$ cat src/rtl/approx_mult_err_accum_if.sv
// Operand/product bus between the approximate multiplier (or its source)
// and the error-metric accumulator.
//   in_valid        : a/b/approx_product valid this cycle (master -> slave)
//   in_ready        : accumulator can take a sample this cycle (slave -> master)
//   a, b            : N-bit unsigned operands fed to the multiplier
//   approx_product  : 2N-bit approximate product of a and b
interface approx_mult_err_accum_if #(
  parameter int N = 16
);
  logic             in_valid;
  logic             in_ready;
  logic [N-1:0]     a;
  logic [N-1:0]     b;
  logic [2*N-1:0]   approx_product;

  modport master (
    output in_valid,
    output a,
    output b,
    output approx_product,
    input  in_ready
  );

  modport slave (
    input  in_valid,
    input  a,
    input  b,
    input  approx_product,
    output in_ready
  );
endinterface

$ cat src/rtl/approx_mult_err_accum.sv
// Error-metric stage for an approximate multiplier. Each accepted sample
// (a, b, approx_product) has its exact product recomputed; the absolute error
// distance ED = |a*b - approx_product| is folded into a run of NUM_SAMPLES:
// sum of ED, max ED and count of samples with ED != 0.
//
// Optional feature macro: ERR_SQ_EN -- adds a stage-2 squarer and the
// sum_sq_ed output (sum of ED^2). Without it the port and logic are absent.
//
// Ports:
//   clk, rst_n   : clock, asynchronous active-low reset
//   start        : begin a run (taken only in IDLE or DONE)
//   bus          : slave side of approx_mult_err_accum_if (in_valid/in_ready,
//                  a, b, approx_product)
//   busy         : run or drain in progress
//   done         : level, high while results are held in DONE
//   sample_cnt   : samples accepted this run
//   err_cnt      : samples with ED != 0
//   max_ed       : largest ED this run
//   sum_ed       : sum of ED this run
//   sum_sq_ed    : sum of ED^2 this run (ERR_SQ_EN only)
module approx_mult_err_accum #(
  parameter int N           = 16,
  parameter int NUM_SAMPLES = 256,
  parameter int ACC_W       = 48
) (
  input  logic                  clk,
  input  logic                  rst_n,
  input  logic                  start,
  approx_mult_err_accum_if.slave bus,
  output logic                  busy,
  output logic                  done,
  output logic [15:0]           sample_cnt,
  output logic [15:0]           err_cnt,
  output logic [2*N-1:0]        max_ed,
  output logic [ACC_W-1:0]      sum_ed
`ifdef ERR_SQ_EN
  ,
  output logic [ACC_W+2*N-1:0]  sum_sq_ed
`endif
);

  localparam int          PW    = 2 * N;
  localparam logic [15:0] NUM_S = 16'(NUM_SAMPLES);

  typedef enum logic [1:0] {IDLE, RUN, DRAIN, DONE} state_t;

  state_t state, state_nxt;

  logic          in_ready_c;
  logic          accept;
  logic          start_take;
  logic          full;

  logic          vld_p1;
  logic [PW-1:0] exact_p1;
  logic [PW-1:0] approx_p1;
  logic          vld_p2;
  logic [PW-1:0] ed_p1;

  function automatic logic [PW-1:0] abs_diff(input logic [PW-1:0] x,
                                             input logic [PW-1:0] y);
    return (x >= y) ? (x - y) : (y - x);
  endfunction

  assign full       = (sample_cnt == NUM_S);
  assign start_take = start && ((state == IDLE) || (state == DONE));
  assign accept     = bus.in_valid && in_ready_c;
  assign bus.in_ready = in_ready_c;

  always_ff @(posedge clk or negedge rst_n) begin
    if (!rst_n) begin
      state <= IDLE;
    end else begin
      state <= state_nxt;
    end
  end

  // DRAIN waits until stage 1 is empty and the last stage-2 update has been
  // committed for one cycle (vld_p2), giving a fixed two-cycle drain.
  always_comb begin
    state_nxt = state;
    case (state)
      IDLE:    if (start) state_nxt = RUN;
      RUN:     if (full) state_nxt = DRAIN;
      DRAIN:   if (!vld_p1 && !vld_p2) state_nxt = DONE;
      DONE:    if (start) state_nxt = RUN;
      default: state_nxt = IDLE;
    endcase
  end

  always_comb begin
    busy       = (state == RUN) || (state == DRAIN);
    done       = (state == DONE);
    in_ready_c = (state == RUN) && !full;
  end

  // Stage 1: capture exact product and approximate product on accept
  always_ff @(posedge clk or negedge rst_n) begin
    if (!rst_n) begin
      vld_p1     <= 1'b0;
      exact_p1   <= '0;
      approx_p1  <= '0;
      sample_cnt <= '0;
    end else begin
      vld_p1 <= accept;
      if (accept) begin
        exact_p1  <= PW'(bus.a) * PW'(bus.b);
        approx_p1 <= bus.approx_product;
      end
      if (start_take) begin
        sample_cnt <= '0;
      end else if (accept) begin
        sample_cnt <= sample_cnt + 16'd1;
      end
    end
  end

  assign ed_p1 = abs_diff(exact_p1, approx_p1);

  // Stage 2: fold ED into the run metrics
  always_ff @(posedge clk or negedge rst_n) begin
    if (!rst_n) begin
      vld_p2  <= 1'b0;
      err_cnt <= '0;
      max_ed  <= '0;
      sum_ed  <= '0;
    end else begin
      vld_p2 <= vld_p1;
      if (start_take) begin
        err_cnt <= '0;
        max_ed  <= '0;
        sum_ed  <= '0;
      end else if (vld_p1) begin
        err_cnt <= err_cnt + 16'(ed_p1 != '0);
        if (ed_p1 > max_ed) max_ed <= ed_p1;
        sum_ed  <= sum_ed + ACC_W'(ed_p1);
      end
    end
  end

`ifdef ERR_SQ_EN
  logic [2*PW-1:0] ed_sq_p1;

  assign ed_sq_p1 = (2*PW)'(ed_p1) * (2*PW)'(ed_p1);

  always_ff @(posedge clk or negedge rst_n) begin
    if (!rst_n) begin
      sum_sq_ed <= '0;
    end else if (start_take) begin
      sum_sq_ed <= '0;
    end else if (vld_p1) begin
      sum_sq_ed <= sum_sq_ed + (ACC_W+2*N)'(ed_sq_p1);
    end
  end
`endif

endmodule

$ cat src/flat_wrapper.sv
// flat-port wrapper written by rule: the top's interface ports become plain ports
module approx_mult_err_accum_flat 
#(
  parameter int N           = 16,
  parameter int NUM_SAMPLES = 256,
  parameter int ACC_W       = 48
)
  (clk, rst_n, start, busy, done, sample_cnt, err_cnt, max_ed, sum_ed, bus_in_valid, bus_a, bus_b, bus_approx_product, bus_in_ready);
  approx_mult_err_accum_if #(.N(N)) bus_i ();
  input  logic clk;
  input  logic rst_n;
  input  logic start;
  output logic busy;
  output logic done;
  output logic [15:0] sample_cnt;
  output logic [15:0] err_cnt;
  output logic [2*N-1:0] max_ed;
  output logic [ACC_W-1:0] sum_ed;
  input wire logic [$bits(bus_i.in_valid)-1:0] bus_in_valid;
  input wire logic [$bits(bus_i.a)-1:0] bus_a;
  input wire logic [$bits(bus_i.b)-1:0] bus_b;
  input wire logic [$bits(bus_i.approx_product)-1:0] bus_approx_product;
  output wire logic [$bits(bus_i.in_ready)-1:0] bus_in_ready;
  assign bus_i.in_valid = bus_in_valid;
  assign bus_i.a = bus_a;
  assign bus_i.b = bus_b;
  assign bus_i.approx_product = bus_approx_product;
  assign bus_in_ready = bus_i.in_ready;
  approx_mult_err_accum #(.N(N), .NUM_SAMPLES(NUM_SAMPLES), .ACC_W(ACC_W)) u_core (.clk(clk), .rst_n(rst_n), .start(start), .bus(bus_i), .busy(busy), .done(done), .sample_cnt(sample_cnt), .err_cnt(err_cnt), .max_ed(max_ed), .sum_ed(sum_ed));
endmodule
$ cat config.mk
export PLATFORM = sky130hd
export DESIGN_NAME = approx_mult_err_accum_flat
export DESIGN_NICKNAME = d
export VERILOG_FILES = /design/src/rtl/approx_mult_err_accum_if.sv /design/src/rtl/approx_mult_err_accum.sv /design/src/flat_wrapper.sv
export SDC_FILE = /design/constraint.sdc
export NUM_CORES = 1
export LEC_CHECK = 0
export BUFFER_PORTS_ARGS = -buffer_cell sky130_fd_sc_hd__buf_4
export CAP_MARGIN = 0
export CORE_ASPECT_RATIO = 2
export CORE_UTILIZATION = 25
export DETAILED_ROUTE_END_ITERATION = 8
export PLACE_DENSITY = 0.52
export REMOVE_ABC_BUFFERS = 1
export SLEW_MARGIN = 10
export SYNTH_ARGS = -nofsm -noshare
export SYNTH_HDL_FRONTEND = slang
export SYNTH_SLANG_ARGS = --single-unit
$ cat constraint.sdc
create_clock -name clk -period 13.9 [get_ports clk]
set_input_delay 1.39 -clock clk [delete_from_list [all_inputs] [get_ports clk]]
set_output_delay 1.39 -clock clk [all_outputs]
set_load 0.01 [all_outputs]
==> flow_metrics.tcl <==
set metrics [dict create \
    outcome "completed" \
    dpl.hpwl_mm 54.59 \
    r2r_start "u_core.approx_p1[19]$_DFFE_PN0P_" \
    required_ps 14250 \
    grt_pass1_wl_mm 102.9 \
    grt_pass1_vias 18209 \
    maxCapViolations 0 \
    drc 0 \
    cts_tree "yes" \
    setup_tns_ps 0 \
    cp-end-kind "register" \
    drive_above_1_share_pct 9.189 \
    setup_ws_ps 6653 \
    syn2layout_area_growth_pct 14.24 \
    fp-row-count 150 \
    clock-root-buffer "clkbuf_16" \
    first_pass_iters 6 \
    syn_area_per_cell_sq_um 8.620 \
    synth_cells 2461 \
    worst-r2r-setup-slack_ps 6650 \
    ant_nets 0 \
    first_iter_violations 661 \
    ctsLongestPathBuffers 2 \
    timing.rr.end "u_core.sum_ed[39]$_DFFE_PN0P_" \
    cts.hold.buffers_added 0 \
    rsz0062_at_grt "false" \
    seq_area_frac_synth_pct 21.23 \
    yosysUniqueCellTypes 62 \
    min_period_ps 7247 \
    layout.cells.non_filler 3654 \
    synth_edf_count 0 \
    ys_warn_count 0 \
    max_freq_ghz 0.1380 \
    dp_cells 3623 \
    fp.dieW_um 208.0 \
    cts-resized-gates 0 \
    fin_crit_sh_pct 52.14 \
    ys_ff_latch 180 \
    num_vias 17084 \
    ys.flop_type "dfrtp_1" \
    critPathLaunch "u_core.approx_p1[19]$_DFFE_PN0P_" \
    fillers 9051 \
    slew_viol_final 0 \
    dieArea_sq_um 86100 \
    io_buffers 182 \
    worst_pin_slew_ps 1024 \
    track_usage_pct 15.57 \
    hold_class "register to register" \
    grt_max_degree 69 \
    start_kind "register" \
    clk_pin_slew_ps 70 \
    num_io_pins 183 \
    synth_common_cells "inv_1, nand2_1, ha_1, fa_1, dfrtp_1" \
    relSlewSlack_pct 30.00 \
    insertion_delay_ps 480 \
    wirelength_mm 65.43 \
    numClockSinks 180 \
    start_util_pct 25.34 \
    antenna_found_initial 0 \
    place_ws_ps 6079 \
    synth.area.top_cells "dfrtp_1, fa_1, ha_1" \
    core_sq_um 83710 \
    path_max_fanout 43 \
    vias_per_cell 4.675 \
    skew_ps 14.30 \
    synthArstFlopShare_pct 100.0 \
    crit_type "register to register" \
    cts_setup_buffers 0 \
    arrival_ps 7590 \
    hold_violations 0 \
    whs_ps 521.4 \
    yosys.area.top_type "dfrtp_1" \
    overflow 0 \
    netlist_area_sq_um 21210 \
    place_congestion 0.8693 \
    finish.net_count 3082 \
    yosys.area.top_type_share_pct 21.23 \
    worst_setup_path_endpoint "u_core.sum_ed[39]$_DFFE_PN0P_" \
    synth_most_common_cell "inv_1" \
    cts_buffers 17 \
    detail_route.wl_per_cell_um 17.91 \
    rr_worst_depth 25 \
    htree_levels 4 \
    die_h_um 414.0 \
    antenna-diode-count 0 \
    finalSetupViolations 0 \
]
==> layout make-up <==
cell class                 count  area (sq um)  share of cell area [%]
tap                         1064          1331                   5.493
timing repair buffer         196          1478                   6.097
inverter                     357          1340                   5.529
clock inverter                 7         98.84                  0.4078
sequential                   180          4506                   18.59
multi-input combinational   1826         15000                   61.89
clock buffer                  24         481.7                   1.988
==> kinds of logic after synthesis <==
family,after synthesis,synth area share [%]
AOI/OAI and AO/OA,456,13.14
xor gates and xnor gates,119,4.913
adders and majority gates,436,32.69
buffers and inverters,455,8.121
DFF,180,21.23
muxes,67,3.167
and+or+nand+nor,748,16.74
==> stage by stage <==
stage	instance area (sq um)	utilization, %
floorplan	20830	-
global placement	23660	28.26
detailed placement	23660	28.26
CTS	24240	28.95
global route	24240	28.95
finish	24240	28.95
==> worst max-delay path, stage by stage, from the launching register on <==
cell and delay, ps:
dfrtp_1 360, inv_1 60, ha_1 450, a21oi_2 220
o21ai_1 120, a221o_1 410, a2111o_1 540, nor3_4 180
buf_4 520, mux2i_1 330, a31oi_1 130, xnor2_1 540
ha_1 400, inv_1 90, o211ai_1 130, a2111oi_0 910
nor3_1 180, o31ai_1 300, buf_4 190, o22ai_1 90
o21ai_0 150, nand2b_1 110, a21o_1 300, nand4_1 160
xor2_1 160, nor2_1 50
==> layer usage <==
| layer | vias to the layer above | GRT usage, % | wire length (um) |
|---|---|---|---|
| met3 | 85 | 2.315 | 2059 |
| li1 | 8293 | - | - |
| met2 | 296 | 31.39 | 36460 |
| met4 | 0 | 6.705 | 2424 |
| met1 | 8410 | 15.55 | 24490 |
| met5 | - | 0 | 0 |
==> sequential cells by signal, indices dropped and copies added, names as in the netlist <==
| register | cells |
|---|---|
| u_core.approx_p1 | 32 |
| u_core.err_cnt | 16 |
| u_core.exact_p1 | 32 |
| u_core.max_ed | 32 |
| u_core.sample_cnt | 16 |
| u_core.state | 2 |
| u_core.sum_ed | 48 |
| u_core.vld_p1 | 1 |
| u_core.vld_p2 | 1 |
==> how the worst min path moves through the flow <==
stage	from	endpoint	slack, ps	cells past startpoint
2_1_floorplan	u_core.exact_p1[31]$_DFFE_PN0P_	u_core.exact_p1[31]$_DFFE_PN0P_	450	2
3_3_place_gp	u_core.exact_p1[10]$_DFFE_PN0P_	u_core.exact_p1[10]$_DFFE_PN0P_	500	2
3_5_place_dp	u_core.exact_p1[18]$_DFFE_PN0P_	u_core.exact_p1[18]$_DFFE_PN0P_	510	2
4_1_cts	u_core.exact_p1[18]$_DFFE_PN0P_	u_core.exact_p1[18]$_DFFE_PN0P_	530	2
5_1_grt	u_core.exact_p1[18]$_DFFE_PN0P_	u_core.exact_p1[18]$_DFFE_PN0P_	570	2
6_report	u_core.exact_p1[8]$_DFFE_PN0P_	u_core.exact_p1[8]$_DFFE_PN0P_	520	2
==> cell usage in the layout (no fill, tap or decap), drive strengths merged, types with 45 or more instances in the layout <==
cell type,count
dfrtp,180
nor2,161
o21ai,139
buf,195
ha,239
and2,128
nand2,284
mux2i,66
xor2,64
inv,357
fa,197
a21oi,129
a21o,45
xnor2,55
Power is left out: the tool's default activity adds up to more than one toggle a clock period on the data nets, which glitch-free logic cannot reach.
